### src/rtl/btn_pkg.sv
// Shared types and constants for the pushbutton conditioning front end.
package btn_pkg;

    typedef enum logic [1:0] {
        RELEASED,
        PRESS_WAIT,
        PRESSED,
        RELEASE_WAIT
    } btn_state_e;

    localparam int MS_PER_S = 1000;

    // Last value of the 1 ms prescaler; it counts 0..prescale_term and wraps.
    function automatic int prescale_term(input int clk_hz);
        return (clk_hz / MS_PER_S) - 1;
    endfunction

endpackage

### src/rtl/btn_channel.sv
// One pushbutton channel: two-flop synchroniser, debounce FSM, press/release
// pulse generation and optional auto-repeat while the key is held.
module btn_channel
    import btn_pkg::*;
#(
    parameter int DEBOUNCE_MS     = 10,
    parameter int REPEAT_DELAY_MS = 500,
    parameter int REPEAT_RATE_MS  = 100
) (
    input  logic clk_100MHz,
    input  logic reset,
    input  logic tick_1ms,
    input  logic btn_raw,
    input  logic repeat_en,
    output logic btn_level,
    output logic btn_press,
    output logic btn_release
);

    localparam int DEB_W  = $clog2(DEBOUNCE_MS + 1);
    localparam int HOLD_W = $clog2(REPEAT_DELAY_MS + 1);
    localparam int RPT_W  = (REPEAT_RATE_MS > 1) ? $clog2(REPEAT_RATE_MS) : 1;

    localparam logic [DEB_W-1:0]  DEB_LAST  = DEB_W'(DEBOUNCE_MS - 1);
    localparam logic [HOLD_W-1:0] HOLD_LAST = HOLD_W'(REPEAT_DELAY_MS - 1);
    localparam logic [HOLD_W-1:0] HOLD_FULL = HOLD_W'(REPEAT_DELAY_MS);
    localparam logic [RPT_W-1:0]  RPT_LAST  = RPT_W'(REPEAT_RATE_MS - 1);

    logic              sync1_q;
    logic              sync2_q;
    btn_state_e        state_q, state_d;
    logic [DEB_W-1:0]  deb_q, deb_d;
    logic [HOLD_W-1:0] hold_q, hold_d;
    logic [RPT_W-1:0]  rpt_q, rpt_d;
    logic              level_q, level_d;
    logic              press_q, press_d;
    logic              release_q, release_d;

    logic              deb_done;
    logic              repeat_fire;
    logic              release_accept;

    // The debounce window closes on the tick that completes DEBOUNCE_MS stable ms.
    // The entry cycle may already have counted one tick, hence >= rather than ==.
    assign deb_done       = tick_1ms && (deb_q >= DEB_LAST);
    assign release_accept = (state_q == RELEASE_WAIT) && !sync2_q && deb_done;

    // Two-flop synchroniser; only the second flop feeds the debounce logic.
    always_ff @(posedge clk_100MHz or negedge reset) begin
        if (!reset) begin
            sync1_q <= 1'b0;
            sync2_q <= 1'b0;
        end else begin
            sync1_q <= btn_raw;
            sync2_q <= sync1_q;
        end
    end

    // State register.
    always_ff @(posedge clk_100MHz or negedge reset) begin
        if (!reset) begin
            state_q <= RELEASED;
        end else begin
            state_q <= state_d;
        end
    end

    // Next-state logic: a level change is only accepted after a full debounce window.
    always_comb begin
        state_d = state_q;
        case (state_q)
            RELEASED:     if (sync2_q) state_d = PRESS_WAIT;
            PRESS_WAIT: begin
                if (!sync2_q)      state_d = RELEASED;
                else if (deb_done) state_d = PRESSED;
            end
            PRESSED:      if (!sync2_q) state_d = RELEASE_WAIT;
            RELEASE_WAIT: begin
                if (sync2_q)       state_d = PRESSED;
                else if (deb_done) state_d = RELEASED;
            end
            default:      state_d = RELEASED;
        endcase
    end

    // Counter and output next values: debounce count, hold/repeat timing, pulses.
    always_comb begin
        deb_d       = deb_q;
        hold_d      = hold_q;
        rpt_d       = rpt_q;
        level_d     = level_q;
        press_d     = 1'b0;
        release_d   = 1'b0;
        repeat_fire = 1'b0;

        // Hold and repeat timing only runs while the key is accepted as down.
        if ((state_q == PRESSED) || (state_q == RELEASE_WAIT)) begin
            if (!repeat_en) begin
                // Disabling repeat forgets all progress; re-enabling restarts the delay.
                hold_d = '0;
                rpt_d  = '0;
            end else if (tick_1ms) begin
                if (hold_q != HOLD_FULL) begin
                    hold_d = hold_q + HOLD_W'(1);
                    if (hold_q == HOLD_LAST) begin
                        repeat_fire = 1'b1;
                        rpt_d       = '0;
                    end
                end else if (rpt_q == RPT_LAST) begin
                    repeat_fire = 1'b1;
                    rpt_d       = '0;
                end else begin
                    rpt_d = rpt_q + RPT_W'(1);
                end
            end
        end

        case (state_q)
            RELEASED: begin
                level_d = 1'b0;
                hold_d  = '0;
                rpt_d   = '0;
                // Preload so a tick on the entry cycle counts toward the window.
                deb_d   = DEB_W'(tick_1ms);
            end
            PRESS_WAIT: begin
                if (!sync2_q) begin
                    deb_d = '0;
                end else if (deb_done) begin
                    deb_d   = '0;
                    level_d = 1'b1;
                    press_d = 1'b1;
                    hold_d  = '0;
                    rpt_d   = '0;
                end else if (tick_1ms) begin
                    deb_d = deb_q + DEB_W'(1);
                end
            end
            PRESSED: begin
                deb_d   = DEB_W'(tick_1ms);
                press_d = repeat_fire;
            end
            RELEASE_WAIT: begin
                if (!sync2_q) begin
                    if (deb_done) begin
                        level_d   = 1'b0;
                        release_d = 1'b1;
                    end else if (tick_1ms) begin
                        deb_d = deb_q + DEB_W'(1);
                    end
                end
                // An accepted release suppresses a repeat landing on the same tick.
                press_d = repeat_fire && !release_accept;
            end
            default: begin
                deb_d = '0;
            end
        endcase
    end

    // Counter and registered output state.
    always_ff @(posedge clk_100MHz or negedge reset) begin
        if (!reset) begin
            deb_q     <= '0;
            hold_q    <= '0;
            rpt_q     <= '0;
            level_q   <= 1'b0;
            press_q   <= 1'b0;
            release_q <= 1'b0;
        end else begin
            deb_q     <= deb_d;
            hold_q    <= hold_d;
            rpt_q     <= rpt_d;
            level_q   <= level_d;
            press_q   <= press_d;
            release_q <= release_d;
        end
    end

    assign btn_level   = level_q;
    assign btn_press   = press_q;
    assign btn_release = release_q;

endmodule

### src/rtl/button_conditioner.sv
// Board-level pushbutton front end: a shared 1 ms prescaler fanned out to
// N_BTN independent synchronise/debounce/repeat channels.
module button_conditioner
    import btn_pkg::*;
#(
    parameter int N_BTN           = 8,
    parameter int CLK_HZ          = 100_000_000,
    parameter int DEBOUNCE_MS     = 10,
    parameter int REPEAT_DELAY_MS = 500,
    parameter int REPEAT_RATE_MS  = 100
) (
    input  logic             clk_100MHz,
    input  logic             reset,
    input  logic [N_BTN-1:0] btn_raw,
    input  logic [N_BTN-1:0] repeat_en,
    output logic [N_BTN-1:0] btn_level,
    output logic [N_BTN-1:0] btn_press,
    output logic [N_BTN-1:0] btn_release,
    output logic             tick_1ms
);

    localparam int PRE_TERM = prescale_term(CLK_HZ);
    localparam int PRE_W    = (PRE_TERM > 0) ? $clog2(PRE_TERM + 1) : 1;
    localparam logic [PRE_W-1:0] PRE_LAST = PRE_W'(PRE_TERM);

    logic [PRE_W-1:0] pre_q, pre_d;

    assign tick_1ms = (pre_q == PRE_LAST);

    // Prescaler wraps on its terminal count, which is also the tick cycle.
    always_comb begin
        pre_d = tick_1ms ? '0 : pre_q + PRE_W'(1);
    end

    // Prescaler register.
    always_ff @(posedge clk_100MHz or negedge reset) begin
        if (!reset) begin
            pre_q <= '0;
        end else begin
            pre_q <= pre_d;
        end
    end

    for (genvar i = 0; i < N_BTN; i++) begin : g_chan
        btn_channel #(
            .DEBOUNCE_MS    (DEBOUNCE_MS),
            .REPEAT_DELAY_MS(REPEAT_DELAY_MS),
            .REPEAT_RATE_MS (REPEAT_RATE_MS)
        ) u_chan (
            .clk_100MHz (clk_100MHz),
            .reset      (reset),
            .tick_1ms   (tick_1ms),
            .btn_raw    (btn_raw[i]),
            .repeat_en  (repeat_en[i]),
            .btn_level  (btn_level[i]),
            .btn_press  (btn_press[i]),
            .btn_release(btn_release[i])
        );
    end

endmodule

### config.mk
export PLATFORM = sky130hd
export DESIGN_NAME = button_conditioner
export DESIGN_NICKNAME = d
export VERILOG_FILES = /design/src/rtl/btn_pkg.sv /design/src/rtl/btn_channel.sv /design/src/rtl/button_conditioner.sv
export SDC_FILE = /design/constraint.sdc
export NUM_CORES = 1
export LEC_CHECK = 0
export BUFFER_PORTS_ARGS = -buffer_cell sky130_fd_sc_hd__buf_4
export CELL_PAD_IN_SITES_DETAIL_PLACEMENT = 0
export CELL_PAD_IN_SITES_GLOBAL_PLACEMENT = 2
export CORE_MARGIN = 8
export CORE_UTILIZATION = 40
export DETAILED_ROUTE_END_ITERATION = 8
export GPL_TIMING_DRIVEN = 0
export PLACE_DENSITY = 0.92
export SLEW_MARGIN = 40
export SYNTH_ARGS = -nofsm -noshare
export SYNTH_HDL_FRONTEND = slang
export SYNTH_SLANG_ARGS = --single-unit
### constraint.sdc
create_clock -name clk_100MHz -period 3.4 [get_ports clk_100MHz]
set_clock_uncertainty 0.1 [all_clocks]
set_input_delay 0.17 -clock clk_100MHz [delete_from_list [all_inputs] [get_ports clk_100MHz]]
set_output_delay 0.17 -clock clk_100MHz [all_outputs]
set_load 0.01 [all_outputs]
* Word level (Yosys, flattened, before mapping)
Cells that the tools add are included.
Operators by class: add/sub/neg operators 25, order comparisons 8, equality and inequality tests 121, mux-type cells 361, reductions and logical operators 104
Operator list (count):
- 2-to-1 mux 7 bit | 64
- 2-to-1 mux 9 bit | 48
- 2-to-1 mux 4 bit | 40
- case mux 9 bit (2 select lines) | 8
- 2-to-1 mux 1 bit | 112
- case mux 7 bit (2 select lines) | 8
- 2-to-1 mux 2 bit | 48
- case mux 4 bit (3 select lines) | 8
- adder 9 x 1 -> 9 bit (second input constant) | 8
- equality test 9 bit (second input constant) | 8
- inequality test 9 bit (second input constant) | 8
- inequality test 2 x 1 -> 1 bit (second input constant) | 32
- case mux 2 bit (4 select lines) | 8
- adder 7 x 1 -> 7 bit (second input constant) | 8
- equality test 7 bit (second input constant) | 8
- inequality test 2 bit (second input constant) | 24
- case mux 1 bit (3 select lines) | 16
- AND reduction 5 bit | 8
- adder 4 x 1 -> 4 bit (second input constant) | 8
- equality test 2 bit (second input constant) | 16
- >= comparator 4 bit (second input constant) | 8
- logical AND 1 bit | 32
- AND reduction 4 bit | 8
- inequality test 3 x 1 -> 1 bit (second input constant) | 8
- other kinds (11) | 75
Storage, ports and cells: register bits 233, bits of input ports 18, output and inout port bits 25

* Depth between registers and ports, before layout
depth in word-level cells 9, depth in mapped cells 10

* Hierarchy
Synthesis repeated with hierarchy kept, for this count alone.
Unflattened totals: cell total of the unflattened synthesis 1568, area total of the unflattened synthesis 14346.3 sq um
By module, submodules not included:
- btn_channel at g_chan[0].u_chan ... | times used 6, cells each 192, area an instance 1719.1 sq um
- btn_channel at g_chan[7].u_chan | times used 1, cells each 177, area an instance 1674.1 sq um
- btn_channel at g_chan[6].u_chan | times used 1, cells each 165, area an instance 1564.0 sq um
- button_conditioner | times used 1, cells each 74, area an instance 793.3 sq um

* Least setup slack after synthesis
OpenSTA, ideal clock, no wires.
kind register to register, start point reg pre_q[13], end point reg g_chan[3].u_chan.hold_q[3], library setup time 0.131 ns, arrival 2.262 ns, slack 0.907 ns, stages on the path, launching flop included 7, buffers on the path 1, cell sequence dfrtp_1 -> or4_4 -> or4_4 -> buf_6 -> or4_4 -> xor2_1 -> nor2_2
On the way: longest elaborated chain between the ends 7
Ends and longest elaborated chain:
- start: declaration | RTL line button_conditioner.sv:26 | logic [PRE_W-1:0] pre_q, pre_d;
- start signal: assignment | RTL line button_conditioner.sv:40 | pre_q <= pre_d;
- equality test 17 bit * | RTL line button_conditioner.sv:28 | assign tick_1ms = (pre_q == PRE_LAST);
- 2-to-1 mux 9 bit | RTL line btn_channel.sv:102 | end else if (tick_1ms) begin
- 2-to-1 mux 9 bit | RTL line btn_channel.sv:98 | if (!repeat_en) begin
- 2-to-1 mux 9 bit | RTL line btn_channel.sv:97 | if ((state_q == PRESSED) || (state_q == RELEASE_WAIT)) begin
- 2-to-1 mux 9 bit | RTL line btn_channel.sv:129 | end else if (deb_done) begin
- 2-to-1 mux 9 bit | RTL line btn_channel.sv:127 | if (!sync2_q) begin
- case mux 9 bit (2 select lines) * | RTL line btn_channel.sv:118 | case (state_q)
- net g_chan[3].u_chan.hold_d[3] | RTL line btn_channel.sv:33 | logic [HOLD_W-1:0] hold_q, hold_d;
- end signal: assignment | RTL line btn_channel.sv:172 | hold_q <= hold_d;
- end: declaration | RTL line btn_channel.sv:33
Mark *: on every way through the listed nets, which the timed path passes. The rest lies on a longest branch. A chain may end at the register's enable or synchronous reset.

* Worst setup path after layout
start point reg pre_q[13], end point reg g_chan[4].u_chan.press_q
On the way: longest elaborated chain between the ends 6
Ends and longest elaborated chain:
- equality test 17 bit * | RTL line button_conditioner.sv:28
- 2-to-1 mux 1 bit / logical AND 1 bit (equally long branches) | RTL line btn_channel.sv:102, btn_channel.sv:45
- 2-to-1 mux 1 bit / logical AND 1 bit (equally long branches) | RTL line btn_channel.sv:98, btn_channel.sv:46
- 2-to-1 mux 1 bit / zero test 1 bit (equally long branches) | RTL line btn_channel.sv:97, btn_channel.sv:153
- logical AND 1 bit | RTL line btn_channel.sv:153 | press_d = repeat_fire && !release_accept;
- case mux 1 bit (3 select lines) * | RTL line btn_channel.sv:118
- net g_chan[4].u_chan.press_d | RTL line btn_channel.sv:36 | logic press_q, press_d;
- end signal: assignment | RTL line btn_channel.sv:175 | press_q <= press_d;
- end: declaration | RTL line btn_channel.sv:36
Marked as above.

==> flow_metrics.py <==
metrics = {
    "outcome": {
        "status": "finished, final reports clean",
    },
    "clock_network": {
        "cts_buffers": 29,
        "root_buffer": "clkbuf_16",
        "clk_pin_slew_ns": 0.06,
        "tritoncts": "built",
        "clock_path_buffers": 3,
        "ctsHtreeMaxLevel": 1,
        "cts_sinks": 233,
        "insertion_delay_ns": 0.55,
    },
    "critical_path": {
        "crit_required_ns": 3.69,
        "crit_path_max_fanout": 10,
        "arrival_ns": 3.51,
        "path_buf_inv": 4,
        "path_delay_family": "simple AND/OR/NAND/NOR gates",
        "crit_type": "flip-flop to flip-flop",
        "r2r_cells": 8,
        "timing.critical_path.depth": 8,
        "crit_path_end_kind": "flip-flop",
        "path_common_cell": "buf_4",
        "worstPathCellList": "or4_1 -> or4_4 -> clkinv_2 -> buf_6 -> buf_4 -> buf_4 -> nand4_1 -> a21boi_0",
        "slowest_delay_ns": 0.53,
        "slowest_stage": "or4_1",
        "worst_setup_path_start_kind": "flip-flop",
    },
    "finish": {
        "post-route-util": 0.4681,
        "final_area_mm2": 0.01558,
        "areaGrowthSynthToFinish_pct": 16.32,
        "drive_gt1_frac": 0.1244,
        "fin_cells": 2023,
        "antenna_cells": 0,
        "fin_nets": 1624,
    },
    "detailed_routing": {
        "vias": 11410,
        "antenna_left": 0,
        "drtPass1Iterations": 5,
        "routed_via_density": 5.642,
        "drt_wl_total_um": 36440,
        "drc": 0,
        "wl_per_cell_um": 18.01,
        "drt-initial-drc-count": 876,
    },
    "global_routing": {
        "grt_max_degree": 57,
        "antenna_found_initial": 0,
        "grtUsageTotal": 0.1852,
        "gr-total-overflow": 0,
        "grt_pass1_vias": 11180,
        "grt_pass1_wl_um": 59890,
    },
    "power_and_ir_drop": {
        "vdd_drop_max_mv": 0.3298,
        "finalPower_mw": 6.066,
        "power_leakage_nw": 6.535,
        "pwr_density_cell_mw_per_mm2": 389.4,
    },
    "floorplanning": {
        "die_area_mm2": 0.03959,
        "io_pins": 43,
        "die_x_um": 199.0,
        "initial_core_util": 0.4024,
        "coreArea_mm2": 0.03328,
        "die_h_um": 199.0,
        "row_count": 67,
    },
    "sta": {
        "slew_headroom": 0.4415,
        "worst_pin_slew_ns": 0.8321,
        "final-setup-viol-count": 0,
        "finalHoldViolCount": 0,
        "fin_crit_sh": 0.9477,
        "rsz0062_at_grt": "false",
        "fin_ws_ns": 0.1777,
        "period_needed_ns": 3.222,
        "slew_viol_final": 0,
        "max_freq_mhz": 310.3,
        "setup-tns-final_ns": 0,
        "hold_ws_ns": 0.06105,
    },
    "place": {
        "numPortBuffers": 42,
        "dp.cells": 1955,
        "post_dp_cell_area_mm2": 0.01441,
        "place_ws_ns": -0.1722,
        "dpl.hpwl_um": 25160,
        "gp_congestion": 0.8391,
    },
    "logic_synthesis": {
        "yosys.area.top_type": "dfrtp_1",
        "syn-mean-instance-area_um2": 9.179,
        "synth_fp_nets": 1526,
        "ys_top_cells_by_area": "dfrtp_1, ha_1, nor2_1",
        "synth-seq-cells": 233,
        "ys_seq_area_frac": 0.4354,
        "ys.flop_type": "dfrtp_1",
        "synthArstFlopShare": 1.000,
        "yosysWarnings": 0,
        "synthesis.instances": 1459,
        "synth_top_cell_area_share": 0.4354,
        "syn_area_mm2": 0.01339,
        "synth_cell_type_count": 82,
        "synth-edff-count": 0,
    },
    "hold_path": {
        "hold_class": "input pin to asynchronous set/reset pin",
    },
    "job": {
        "maxCapViolations": 0,
    },
}
Yosys cell counts, types with 11 or more instances:
cell type	count
dfrtp_1	233
nor2_1	130
nand2_1	95
o21ai_0	85
nand3_1	84
a21oi_1	82
inv_1	59
nor3_1	53
ha_1	49
a31oi_1	46
xnor2_1	44
nand4_1	43
clkbuf_1	42
xor2_1	32
and3_1	30
buf_4	28
nand2b_1	20
buf_2	19
and2_1	18
or3_1	16
a21boi_0	12
a41oi_1	12
o211ai_1	12
nor4_1	11
worst register-to-register path, cell delays in order (launching register included):
cell      delay, ns
dfrtp_1        0.44
or4_1          0.53
or4_4          0.48
clkinv_2       0.20
buf_6          0.23
buf_4          0.28
buf_4          0.29
nand4_1        0.12
a21boi_0       0.40
layout by cell type, fill, tap and decap left out, types with 12 or more instances in the layout:
cell and count:
xor2_1 32, xnor2_1 44, o211ai_1 12, nand2b_1 20, a21boi_0 12, nand4_1 43
ha_1 49, clkbuf_1 44, buf_2 13, nand3_1 84, buf_4 75, a21oi_1 82
nor3_1 52, inv_1 59, a41oi_1 12, clkbuf_16 29, nand2_1 95, nor2_1 130
a31oi_1 46, dlygate4sd3_1 17, and3_1 30, o21ai_0 85, or3_1 16, and2_1 18
dfrtp_1 233
sequential cells by signal (all words and copies together) (netlist names), named ones only:
register and flops:
g_chan.u_chan.hold_q 72, g_chan.u_chan.btn_level 8, g_chan.u_chan.btn_release 8, pre_q 17
g_chan.u_chan.rpt_q 56, g_chan.u_chan.sync2_q 8, g_chan.u_chan.state_q 8, g_chan.u_chan.btn_press 8
g_chan.u_chan.deb_q 32, g_chan.u_chan.sync1_q 8
cells by family (layout without fill, tap and decap cells):
family / count (synthesis) / count (layout) / synth area share
mux: 16 / 16 / 0.01261
buf+inv: 155 / 271 / 0.05540
compound gates: 361 / 361 / 0.1748
flops: 233 / 233 / 0.4354
fa+ha+maj: 49 / 49 / 0.04578
simple gates: 569 / 569 / 0.2263
xor+xnor: 76 / 76 / 0.04971
per-layer routing:
metal  GRT usage  vias to the layer above  wire [um]
li1            -                     5499          -
met3     0.02199                       78       1430
met1      0.2551                     5604      17100
met5           0                        -          0
met4     0.05792                        0       1238
met2      0.3013                      232      16670
area by class of cell:
type	instances	area (um2)
clock inverter	9	98.84
multi-input combinational	1071	6833
buffer	93	524.3
timing repair buffer	68	653.1
tap	448	560.5
fill	3228	17700
sequential	233	5831
inverter	61	230.2
clock buffer	40	847.1
timing repair:
action / in CTS / in global routing
hold endpoints to repair: 102 / 0
pin swaps: 1 / 0
hold buffers: 18 / 0
buffers inserted: 0 / 2
gates resized for setup: 4 / 2
endpoints found under the setup margin: 2 / 21
path summary, 6_finish.rpt:
kind | slack, ns | from | endpoint
worst min-delay path | 0.06 | reset | g_chan[0].u_chan.sync1_q
max in group asynchronous | 2.29 | reset | g_chan[3].u_chan.rpt_q[1]
worst min register to register | 0.24 | g_chan[7].u_chan.sync1_q | g_chan[7].u_chan.sync2_q
worst max-delay path | 0.18 | pre_q[13] | g_chan[4].u_chan.btn_press
worst max register to register | 0.18 | pre_q[13] | g_chan[4].u_chan.btn_press
min in group clk_100MHz | 0.17 | btn_raw[3] | g_chan[3].u_chan.sync1_q
report_power, final:
group	leakage, nW	switching (mW)	internal (mW)
Combinational	2.87	0.136	0.0694
Sequential	3.19	0.00863	2.79
Clock	0.475	1.20	1.87
Total	6.54	1.34	4.73
No activity file was read; power rests on OpenSTA's default activity.
